[src/rtl/uart_rx_if.sv]
// Receive FIFO read handshake: head byte, non-empty flag, pop strobe.
// Latency: none; carries signals only.
// Backpressure: the consumer holds ack low to keep the head entry in place.
interface uart_rx_if;
   logic [7:0] data;
   logic       have_next;
   logic       ack;

   modport master (output data, output have_next, input ack);
   modport slave  (input data, input have_next, output ack);
endinterface

[src/rtl/uart_rx.sv]
// 8N1 UART receiver feeding a first-word-fall-through FIFO (optional even parity: UART_RX_PARITY_EN).
// Latency: byte visible on the cycle after the stop-bit sample; rx input adds 2 sync cycles.
// Backpressure: none on the line; a good byte arriving with the FIFO full (and no ack) is dropped with overrun.
module uart_rx #(
   parameter int ClksPerBit  = 174,
   parameter int FifoPtrBits = 3
) (
   input  logic      clk_i,
   input  logic      reset_i,
   input  logic      rx,
   uart_rx_if.master fifo,
   output logic      rx_interrupt,
   output logic      frame_error,
   output logic      overrun,
   output logic      parity_error
);

   localparam int CntW  = $clog2(ClksPerBit);
   localparam int Depth = 1 << FifoPtrBits;
   // Counter runs down to zero, so the loads are one less than the intervals.
   localparam logic [CntW-1:0] HalfLoad = CntW'(ClksPerBit / 2 - 1);
   localparam logic [CntW-1:0] BitLoad  = CntW'(ClksPerBit - 1);

   typedef enum logic [2:0] {
      S_IDLE,
      S_START,
      S_DATA,
`ifdef UART_RX_PARITY_EN
      S_PARITY,
`endif
      S_STOP
   } state_t;

   state_t           state, state_nxt;
   logic [CntW-1:0]  cnt, cnt_nxt;
   logic [2:0]       idx, idx_nxt;
   logic [7:0]       shift, shift_nxt;
   logic             rx_m, rx_s, rx_q;
   logic             tick, stop_sample, stop_ok, push, pop, full;

   logic [7:0]             mem [Depth];
   logic [FifoPtrBits-1:0] wr_ptr, rd_ptr;
   logic [FifoPtrBits:0]   count;

`ifdef UART_RX_PARITY_EN
   logic par_bad, par_bad_nxt;
`endif

   // Two-flop synchronizer plus one delayed copy for falling-edge detection.
   always_ff @(posedge clk_i or negedge reset_i) begin
      if (!reset_i) begin
         rx_m <= 1'b1;
         rx_s <= 1'b1;
         rx_q <= 1'b1;
      end else begin
         rx_m <= rx;
         rx_s <= rx_m;
         rx_q <= rx_s;
      end
   end

   // Receiver state register.
   always_ff @(posedge clk_i or negedge reset_i) begin
      if (!reset_i) begin
         state <= S_IDLE;
         cnt   <= '0;
         idx   <= '0;
         shift <= '0;
`ifdef UART_RX_PARITY_EN
         par_bad <= 1'b0;
`endif
      end else begin
         state <= state_nxt;
         cnt   <= cnt_nxt;
         idx   <= idx_nxt;
         shift <= shift_nxt;
`ifdef UART_RX_PARITY_EN
         par_bad <= par_bad_nxt;
`endif
      end
   end

   assign tick = (cnt == '0);

   // Next-state logic: mid-bit sampling driven by the down-counter.
   always_comb begin
      state_nxt   = state;
      cnt_nxt     = cnt;
      idx_nxt     = idx;
      shift_nxt   = shift;
      stop_sample = 1'b0;
`ifdef UART_RX_PARITY_EN
      par_bad_nxt = par_bad;
`endif
      if (state != S_IDLE && !tick) begin
         cnt_nxt = cnt - 1'b1;
      end
      case (state)
         S_IDLE: begin
            // Only a 1->0 transition starts a frame; a line stuck low does not.
            if (rx_q && !rx_s) begin
               state_nxt = S_START;
               cnt_nxt   = HalfLoad;
`ifdef UART_RX_PARITY_EN
               par_bad_nxt = 1'b0;
`endif
            end
         end
         S_START: begin
            if (tick) begin
               if (rx_s) begin
                  state_nxt = S_IDLE;
               end else begin
                  state_nxt = S_DATA;
                  cnt_nxt   = BitLoad;
                  idx_nxt   = '0;
               end
            end
         end
         S_DATA: begin
            if (tick) begin
               shift_nxt = {rx_s, shift[7:1]};
               cnt_nxt   = BitLoad;
               idx_nxt   = idx + 3'd1;
               if (idx == 3'd7) begin
`ifdef UART_RX_PARITY_EN
                  state_nxt = S_PARITY;
`else
                  state_nxt = S_STOP;
`endif
               end
            end
         end
`ifdef UART_RX_PARITY_EN
         S_PARITY: begin
            if (tick) begin
               par_bad_nxt = (rx_s != ^shift);
               cnt_nxt     = BitLoad;
               state_nxt   = S_STOP;
            end
         end
`endif
         S_STOP: begin
            if (tick) begin
               stop_sample = 1'b1;
               state_nxt   = S_IDLE;
            end
         end
         default: state_nxt = S_IDLE;
      endcase
   end

`ifdef UART_RX_PARITY_EN
   assign stop_ok = stop_sample && rx_s && !par_bad;
`else
   assign stop_ok = stop_sample && rx_s;
`endif

   assign full = (count == (FifoPtrBits + 1)'(Depth));
   // A full FIFO still accepts when the head is popped in the same cycle.
   assign push = stop_ok && (!full || fifo.ack);
   assign pop  = fifo.ack && (count != '0);

   assign fifo.data      = mem[rd_ptr];
   assign fifo.have_next = (count != '0);

   // FIFO storage and pointers.
   always_ff @(posedge clk_i or negedge reset_i) begin
      if (!reset_i) begin
         for (int i = 0; i < Depth; i++) mem[i] <= '0;
         wr_ptr <= '0;
         rd_ptr <= '0;
         count  <= '0;
      end else begin
         if (push) begin
            mem[wr_ptr] <= shift;
            wr_ptr      <= wr_ptr + 1'b1;
         end
         if (pop) begin
            rd_ptr <= rd_ptr + 1'b1;
         end
         if (push && !pop) count <= count + 1'b1;
         else if (pop && !push) count <= count - 1'b1;
      end
   end

   // Status pulses, one cycle each, aligned with the FIFO update.
   always_ff @(posedge clk_i or negedge reset_i) begin
      if (!reset_i) begin
         rx_interrupt <= 1'b0;
         frame_error  <= 1'b0;
         overrun      <= 1'b0;
      end else begin
         rx_interrupt <= push;
         frame_error  <= stop_sample && !rx_s;
         overrun      <= stop_ok && !push;
      end
   end

`ifdef UART_RX_PARITY_EN
   // Parity mismatch is reported alongside the stop-bit decision.
   always_ff @(posedge clk_i or negedge reset_i) begin
      if (!reset_i) parity_error <= 1'b0;
      else          parity_error <= stop_sample && par_bad;
   end
`else
   assign parity_error = 1'b0;
`endif

endmodule

[src/flat_wrapper.sv]
// flat-port wrapper written by rule: the top's interface ports become plain ports
module uart_rx_flat 
#(
   parameter int ClksPerBit  = 174,
   parameter int FifoPtrBits = 3
)
  (clk_i, reset_i, rx, rx_interrupt, frame_error, overrun, parity_error, fifo_data, fifo_have_next, fifo_ack);
  uart_rx_if fifo_i ();
  input  logic clk_i;
  input  logic reset_i;
  input  logic rx;
  output logic rx_interrupt;
  output logic frame_error;
  output logic overrun;
  output logic parity_error;
  output wire logic [$bits(fifo_i.data)-1:0] fifo_data;
  output wire logic [$bits(fifo_i.have_next)-1:0] fifo_have_next;
  input wire logic [$bits(fifo_i.ack)-1:0] fifo_ack;
  assign fifo_data = fifo_i.data;
  assign fifo_have_next = fifo_i.have_next;
  assign fifo_i.ack = fifo_ack;
  uart_rx #(.ClksPerBit(ClksPerBit), .FifoPtrBits(FifoPtrBits)) u_core (.clk_i(clk_i), .reset_i(reset_i), .rx(rx), .fifo(fifo_i), .rx_interrupt(rx_interrupt), .frame_error(frame_error), .overrun(overrun), .parity_error(parity_error));
endmodule
[config.mk]
export PLATFORM = sky130hd
export DESIGN_NAME = uart_rx_flat
export DESIGN_NICKNAME = d
export VERILOG_FILES = /design/src/rtl/uart_rx_if.sv /design/src/rtl/uart_rx.sv /design/src/flat_wrapper.sv
export SDC_FILE = /design/constraint.sdc
export NUM_CORES = 1
export LEC_CHECK = 0
export ABC_AREA = 1
export CORE_ASPECT_RATIO = 0.7
export CORE_MARGIN = 1.5
export CORE_UTILIZATION = 51
export DETAILED_ROUTE_END_ITERATION = 8
export PLACE_DENSITY = 0.75
export REMOVE_ABC_BUFFERS = 1
export SKIP_CTS_REPAIR_TIMING = 1
export SYNTH_ARGS = -nofsm -noshare
export SYNTH_HDL_FRONTEND = slang
export SYNTH_SLANG_ARGS = --single-unit
[constraint.sdc]
create_clock -name clk_i -period 2.9 [get_ports clk_i]
set_clock_uncertainty 0.2 [all_clocks]
set_input_delay 0.58 -clock clk_i [delete_from_list [all_inputs] [get_ports clk_i]]
set_output_delay 0.58 -clock clk_i [all_outputs]
set_load 0.1 [all_outputs]
== Yosys cells after proc, flatten, opt, wreduce, memory -nomap -nowiden ==
Index checks and enable logic that the tools add are counted.

* Logic and storage cells: 95
* Flip-flop bits (word level): 102
* Output and inout port bits: 13

* Bitwise gates (word level): 2
* Muxes and demuxes: 27
* Reduce and logical (&&, ||, !) cells: 25
* Eq/ne operators: 11
* Add/sub/neg operators: 6
* $lt $le $gt $ge: 3

{| class="wikitable"
|+ Operators with widths
! cell !! count
|-
| 64-bit bitwise mux || 1
|-
| 8-bit two-way mux || 8
|-
| 8-bit binary-select mux with 3-bit select || 1
|-
| 8-bit demux with 3-bit select || 1
|-
| 3-bit two-way mux || 8
|-
| 8-bit case mux with 3 select lines || 1
|-
| 3-bit case mux with 4 select lines || 1
|-
| 1-bit logical AND || 10
|-
| 2-bit by 1-bit inequality test with 1-bit output, second input constant || 5
|-
| 3-bit by 1-bit adder with 3-bit output, second input constant || 3
|-
| 4-bit greater-or-equal comparator, second input constant || 2
|-
| 8-bit logical NOT || 1
|-
| 4-bit two-way mux || 2
|-
| 3-bit inverter with 4-bit output || 2
|-
| 8-bit by 1-bit subtractor with 8-bit output, second input constant || 1
|-
| 3-bit by 2-bit == test with 1-bit output, second input constant || 2
|-
| 3-bit case mux with 2 select lines || 1
|-
| 1-bit logical NOT || 5
|-
| 5-bit AND reduction || 1
|-
| 4-bit by 1-bit adder with 4-bit output, second input constant || 1
|-
| 4-bit == test, second input constant || 1
|-
| 4-bit by 1-bit < comparator with 1-bit output, second input constant || 1
|-
| 4-bit AND reduction || 1
|-
| 2-bit nonzero test || 2
|-
| other kinds (11) || 12
|}

== Longest topological paths before layout ==
Gate-level depths: netlist (run 1).

* Depth in word-level cells: 9
* Mapped depth: 15

== Worst setup path before layout (run 1) ==
OpenSTA, ideal clock, no wires.

* Path type: reg2out
* Start: register u_core.rd_ptr[0]
* End: output fifo_data[2]
* Slack: -0.488 ns
* Cell stages (with the launch flop): 7
* Arrival time: 2.608 ns
* Required time: 2.120 ns
* Path through: dfrtp_1 inv_1 clkbuf_1 nor2_1 o21ai_0 a21oi_1 a31oi_1

* Word-level cells in the longest chain between the ends: 4

{| class="wikitable"
|+ RTL lines
! element !! line !! text
|-
| start, declared || uart_rx.sv:42 || <nowiki>logic [FifoPtrBits-1:0] wr_ptr, rd_ptr;</nowiki>
|-
| start signal, assigned || uart_rx.sv:180 || <nowiki>rd_ptr <= rd_ptr + 1'b1;</nowiki>
|-
| 3-bit inverter with 4-bit output (not written as such) || uart_rx.sv:164 || <nowiki>assign fifo.data = mem[rd_ptr];</nowiki>
|-
| 8-bit binary-select mux with 3-bit select || uart_rx.sv:164 ||
|-
| 8-bit two-way mux (not written as such) (2 in a row) || uart_rx.sv:164 ||
|-
| end, declared || flat_wrapper.sv:16 || <nowiki>output wire logic [$bits(fifo_i.data)-1:0] fifo_data;</nowiki>
|}

No other way between the ends. The select of a mux whose other input is x is not followed.

== Worst setup path after layout (run 1) ==
* Start: register u_core.rd_ptr[0]
* End: output fifo_data[3]

Same word-level chain as after synthesis.

==> results of run 1 <==
## how the worst max path moves through the flow
| stage | slack, ns | to | start | cells past startpoint |
|---|---|---|---|---|
| floorplan | -0.94 | fifo_data[0] | u_core.rd_ptr[0] | 3 |
| global placement | 0.06 | u_core.count[3] | fifo_ack | 14 |
| detailed placement | -0.11 | u_core.count[3] | fifo_ack | 14 |
| CTS | -0.02 | fifo_data[6] | u_core.rd_ptr[1] | 5 |
| global route | -0.009 | u_core.count[3] | u_core.cnt[0] | 15 |
| finish | 0.12 | fifo_data[3] | u_core.rd_ptr[0] | 6 |
## final cells by class
| class | instances | area, sq um | share of cell area |
|---|---|---|---|
| repair buffers | 29 | 358 | 0.0606 |
| flip-flops and latches | 101 | 2530 | 0.428 |
| inverters | 30 | 116 | 0.0197 |
| clock buffers | 11 | 243 | 0.0411 |
| well taps | 128 | 160 | 0.0271 |
| multi-input cells | 469 | 2420 | 0.409 |
| clock inverters | 5 | 83.8 | 0.0142 |
## flip-flops by register name, indices dropped and copies added (netlist names)
| register | cells |
|---|---|
| u_core.mem | 64 |
| u_core.cnt | 8 |
| u_core.shift | 8 |
| u_core.count | 4 |
| u_core.idx | 3 |
| u_core.rd_ptr | 3 |
| u_core.wr_ptr | 3 |
| u_core.state | 2 |
| u_core.frame_error | 1 |
| u_core.overrun | 1 |
| u_core.rx_interrupt | 1 |
| u_core.rx_m | 1 |
| u_core.rx_q | 1 |
| u_core.rx_s | 1 |
## routing by layer
| metal | up-vias | track usage | share of wire |
|---|---|---|---|
| met4 | 0 | 0.0888 | 0.017 |
| met1 | 2055 | 0.346 | 0.46 |
| met2 | 162 | 0.381 | 0.45 |
| met5 | - | 0 | 0 |
| met3 | 24 | 0.0438 | 0.068 |
| li1 | 2032 | - | - |
## stage by stage
stage / area [sq um] / util
floorplan: 5020 / -
global placement: 5520 / 0.565
detailed placement: 5520 / 0.565
CTS: 5840 / 0.599
global route: 5910 / 0.606
finish: 5910 / 0.606
## cells in the final DEF (no fill, tap or decap), types with 5 or more instances in the layout
cell type  instances
a21oi_1           13
buf_12            10
buf_4             14
clkbuf_16          9
dfrtp_1           98
ha_1               8
inv_1             23
inv_2              5
mux2_1             7
nand2_1          235
nand2_2            6
nand3_1           13
nand3_4            5
nor2_1            64
nor2_8             9
o21ai_0           54
o21ai_1           19
xor2_1             5
## where the power goes
group          internal, mW  switching, mW  total (mW)
Combinational         0.828           1.74        2.57
Clock                 0.782          0.541        1.32
Sequential             1.54          0.166        1.71
## kinds of logic after synthesis
family / Yosys count
XOR/XNOR: 7
adder cells (fa/ha/maj): 10
multiplexers: 8
AO/OA/AOI/OAI: 97
buffers and inverters: 52
flip-flops: 101
AND/OR/NAND/NOR: 346
other: 1
==> impl_metrics.py, run 1 <==
metrics = {
    "pwr": {
        "vdd_drop_max_mv": 0.585,
        "power.static_leakage_nw": 3.20,
        "design_power_total_mw": 5.60,
        "power_density_of_the_placed_cells_mw_per_mm2": 947,
    },
    "sta": {
        "report.final.setup_viol": 0,
        "tightestPinTransition_ns": 0.574,
        "setup_slack_ns": 0.124,
        "final_min_period_over_clock_period": 0.957,
        "final-hold-violation-count": 0,
        "fmax_ghz": 0.360,
        "max_slew_margin_vs_limit": 0.618,
        "fin_hold_ws_ns": 0.157,
        "report.final.slew_viol_count": 0,
        "final_period_minus_worst_setup_slack_ns": 2.78,
        "totalNegativeSetupSlack_ns": 0,
    },
    "routing": {
        "totalWireLength_um": 12100,
        "detail_route.wl_per_cell_um": 15.7,
        "via_per_inst": 5.53,
        "detail_route.first_pass.iterations": 5,
        "drt_iter0_drc": 348,
        "num_vias": 4273,
        "remaining_drc_errors": 0,
        "drt.antenna.violating_nets": 0,
    },
    "synthesis": {
        "synth_top_family_by_area": "simple AND/OR/NAND/NOR gates",
        "synthMostInstantiatedCell": "nand2_1",
        "netlist-cell-type-count": 35,
        "synth_fa_ha_area_frac": 0.0258,
        "synth_area_leader_cell": "dfrtp_1",
        "post_syn_area_per_cell_sq_um": 8.27,
        "synth_compound_gate_area_share": 0.0973,
        "post_synthesis_mux_area_share": 0.0175,
        "synth.top_cell.area_share": 0.477,
        "post_synth_and_or_nand_nor_area_fraction": 0.310,
        "synth_commonest_cells": "nand2_1, dfrtp_1, nor2_1, o21ai_0, inv_1",
        "synth_ff_type": "dfrtp_1",
        "yosysWarnings": 0,
        "synth.top_cells.by_area": "dfrtp_1, nand2_1, o21ai_0",
        "netlist_area_sq_mm": 0.00514,
        "ys_async_sr_fraction": 1.00,
        "number_of_enable_flip_flop_cells_after_synthesis": 0,
        "synthCells": 622,
        "seq_total_area_yosys": 0.492,
        "synthXorXnorAreaFrac": 0.0119,
        "ys_seq_elements": 101,
    },
    "worst_setup_path": {
        "path_delay_family": "compound AO/OA/AOI/OAI gates",
        "path_max_fanout": 29,
        "setup.worst_path.class": "reg -> out",
        "critical_path_s_most_frequent_cell": "o21ai_0",
        "startpoint_type": "register",
        "worstPathBufferInverterCount": 2,
        "cp_data_arrival_time_ns": 2.00,
        "timing.reg2reg.setup_slack_ns": 0.15,
        "reg2regPathDepth": 15,
        "crit_path_cell_trace": "buf_6 > o21ai_0 > o21ai_0 > a21oi_1 > a31oi_1 > buf_12",
        "critical_path.endpoint_type": "output port",
        "critical_path.reg2reg.startpoint": "u_core.cnt[0]",
        "slowest_delay_ns": 0.47,
        "critical-path-slowest-cell": "dfrtp_1",
        "r2r_end": "u_core.count[3]",
        "critPathRequiredTime_ns": 2.12,
    },
    "global_route": {
        "grt_max_degree": 56,
        "grt.overflow.total": 0,
        "antenna_found_initial": 0,
        "globalRouteTotalUtil": 0.245,
        "grt_pass1_wl_um": 20100,
        "grt_pass1_vias": 4015,
    },
    "die": {
        "fp.dieArea_sq_mm": 0.0107,
        "dieWidth_um": 123,
        "core_area_sq_mm": 0.00976,
        "die_height_um": 87.0,
        "ioPinCount": 17,
        "floorplan.initialDensity": 0.527,
        "fp-row-count": 30,
    },
    "placed_design": {
        "detail_placement_hpwl_um": 8250,
        "preCtsSetupSlack_ns": -0.108,
        "gp_routability_congestion": 0.914,
        "place.port_buffers": 15,
        "dp_cells": 755,
    },
    "finish": {
        "finish.cell_count_without_fillers": 773,
        "final.fill_count": 815,
        "post_route_cells_drive_above_1_share": 0.132,
        "diodes": 0,
        "final_net_count": 654,
        "area_growth_syn_to_layout_pct": 14.9,
    },
    "flow_run": {
        "timing.max_cap.violations": 0,
    },
    "clock_network": {
        "tritoncts_num_sinks": 101,
        "later_pin_clock_latency_in_the_skew_report_ns": 0.34,
        "cts_tree": "done",
        "cts_root_buf": "clkbuf_16",
        "cts_max_level": 3,
        "clock_path_buffers": 2,
        "cts.clk_slew.worst_paths_ns": 0.07,
        "numCtsBuffers": 9,
    },
    "min_path": {
        "worst_hold_path.num_cells": 0,
        "min-delay-path-class": "reg -> reg",
        "hp-start": "u_core.rx_m",
        "worstHoldEndpoint": "u_core.rx_s",
    },
    "run_status": {
        "status": "completed",
    },
}
(Power assumes the default switching activity.)
==> inputs of run 2 (changes only) <==
DONT_BUFFER_PORTS = 1   (was not set)
PLACE_DENSITY = 0.73   (was 0.75)
==> impl_metrics.py, run 2 (synthesis gave the netlist of run 1 again) <==
metrics = {
    "worst_setup_path": {
        "timing.reg2reg.setup_slack_ns": 0.17,
        "crit_path_cell_trace": "inv_1 > buf_4 > nand2_1 > nand2_1 > a21oi_1 > a31oi_2 > buf_12",
        "reg2regPathDepth": 15,
        "critical-path-slowest-cell": "dfrtp_1",
        "slowest_delay_ns": 0.40,
        "setup.worst_path.start": "u_core.rd_ptr[0]",
        "r2r_end": "u_core.count[3]",
        "critical_path.reg2reg.startpoint": "u_core.cnt[0]",
        "startpoint_type": "register",
        "cp_data_arrival_time_ns": 1.99,
        "path_max_fanout": 12,
        "critical_path_s_most_frequent_cell": "nand2_1",
        "critical_path.endpoint_type": "output port",
        "setup.worst_path.class": "reg -> out",
        "critPathRequiredTime_ns": 2.12,
        "setup.worst_path.end": "fifo_data[7]",
    },
    "sta": {
        "max_slew_margin_vs_limit": 0.415,
        "final_min_period_over_clock_period": 0.957,
        "tightestPinTransition_ns": 0.879,
        "setup_slack_ns": 0.126,
        "totalNegativeSetupSlack_ns": 0,
        "report.final.slew_viol_count": 0,
        "fmax_ghz": 0.361,
        "final-hold-violation-count": 101,
        "report.final.setup_viol": 0,
        "final_period_minus_worst_setup_slack_ns": 2.77,
        "fin_hold_ws_ns": -0.278,
    },
    "flow_run": {
        "timing.max_cap.violations": 0,
    },
    "run_status": {
        "status": "finished with violations",
        "violations": "negative hold slack",
    },
    "global_route": {
        "grt_pass1_vias": 3948,
        "globalRouteTotalUtil": 0.250,
        "grt_max_degree": 102,
        "grt_pass1_wl_um": 20100,
        "grt.overflow.total": 0,
        "antenna_found_initial": 0,
    },
    "die": {
        "dieWidth_um": 123,
        "fp-row-count": 30,
        "core_area_sq_mm": 0.00976,
        "die_height_um": 87.0,
        "fp.dieArea_sq_mm": 0.0107,
        "ioPinCount": 17,
        "floorplan.initialDensity": 0.527,
    },
    "pwr": {
        "power_density_of_the_placed_cells_mw_per_mm2": 942,
        "design_power_total_mw": 5.45,
        "vdd_drop_max_mv": 0.661,
        "power.static_leakage_nw": 3.13,
    },
    "finish": {
        "final_net_count": 644,
        "regMostFlops": "u_core.mem",
        "design_area_sq_mm": 0.00578,
        "area_growth_syn_to_layout_pct": 12.5,
        "mostFrequentLayoutCell": "nand2_1",
        "largest_register_ff_count": 64,
        "post-route-util": 0.593,
        "layout_top_registers": "u_core.mem x64, u_core.cnt x8, u_core.shift x8",
        "diodes": 0,
        "post_route_cells_drive_above_1_share": 0.129,
        "layout_common_cells": "nand2_1, dfrtp_1, nor2_1, o21ai_0, inv_1",
        "finish.cell_count_without_fillers": 763,
    },
    "routing": {
        "num_vias": 4197,
        "drt_iter0_drc": 327,
        "detail_route.wl_per_cell_um": 16.1,
        "totalWireLength_um": 12300,
        "detail_route.first_pass.iterations": 5,
        "via_per_inst": 5.50,
        "drt.antenna.violating_nets": 0,
        "remaining_drc_errors": 0,
    },
    "clock_network": {
        "cts.clk_slew.worst_paths_ns": 0.07,
        "cts_tree": "done",
        "later_pin_clock_latency_in_the_skew_report_ns": 0.35,
        "cts_max_level": 3,
        "clock_path_buffers": 2,
        "numCtsBuffers": 9,
        "cts_root_buf": "clkbuf_16",
        "tritoncts_num_sinks": 101,
    },
    "placed_design": {
        "gp_routability_congestion": 0.943,
        "place.port_buffers": 0,
        "dp_cells": 746,
        "postPlaceCellArea_sq_mm": 0.00547,
        "preCtsSetupSlack_ns": 0.0594,
        "detail_placement_hpwl_um": 8140,
    },
    "min_path": {
        "min-delay-path-class": "in -> async",
    },
}
==> run 2: changes by cell type in the layout (fill, tap and decap cells not counted), sizes merged <==
cell           change
bufinv             -2
clkdlybuf4s50      -2
dlygate4sd3        -1
buf                -7
clkinv             +3
clkbuf             +1
clkinvlp           -2
==> run 2: per-layer routing <==
layer  GRT usage  vias up  share of wire
met5           0        -              0
met4      0.0846        0          0.014
met3      0.0517       23          0.070
met2       0.386      144           0.47
met1       0.353     2022           0.45
li1            -     2008              -
==> run 2: worst min path at each step <==
stage,startpoint,to,slack [ns]
global placement,reset_i,u_core.mem[56],0.09
detailed placement,reset_i,u_core.mem[56],0.09
floorplan,reset_i,u_core.cnt[0],0.08
global route,reset_i,u_core.mem[56],-0.29
CTS,reset_i,u_core.mem[56],-0.29
finish,reset_i,u_core.mem[60],-0.28
==> run 2: worst max-delay path, delay by kind of cell, from the launching register on <==
family | cells | cell delay, ns
AO/OA/AOI/OAI | 2 | 0.36
buffers and inverters | 3 | 0.76
AND/OR/NAND/NOR | 2 | 0.14
flip-flops | 1 | 0.40
==> run 2: layout make-up <==
class | instances | area, sq um
repair buffers | 19 | 246
clock buffers | 12 | 256
inverters | 30 | 113
fillers | 851 | 3980
well taps | 128 | 160
multi-input cells | 469 | 2450
flip-flops and latches | 101 | 2530
clock inverters | 4 | 22.5
==> run 2: power by group <==
part / internal (mW) / total, mW / leakage (nW) / switching [mW]
logic: 0.849 / 2.63 / 1.63 / 1.79
registers: 1.54 / 1.68 / 1.36 / 0.143
clock network: 0.625 / 1.13 / 0.138 / 0.510
total: 3.01 / 5.45 / 3.13 / 2.44
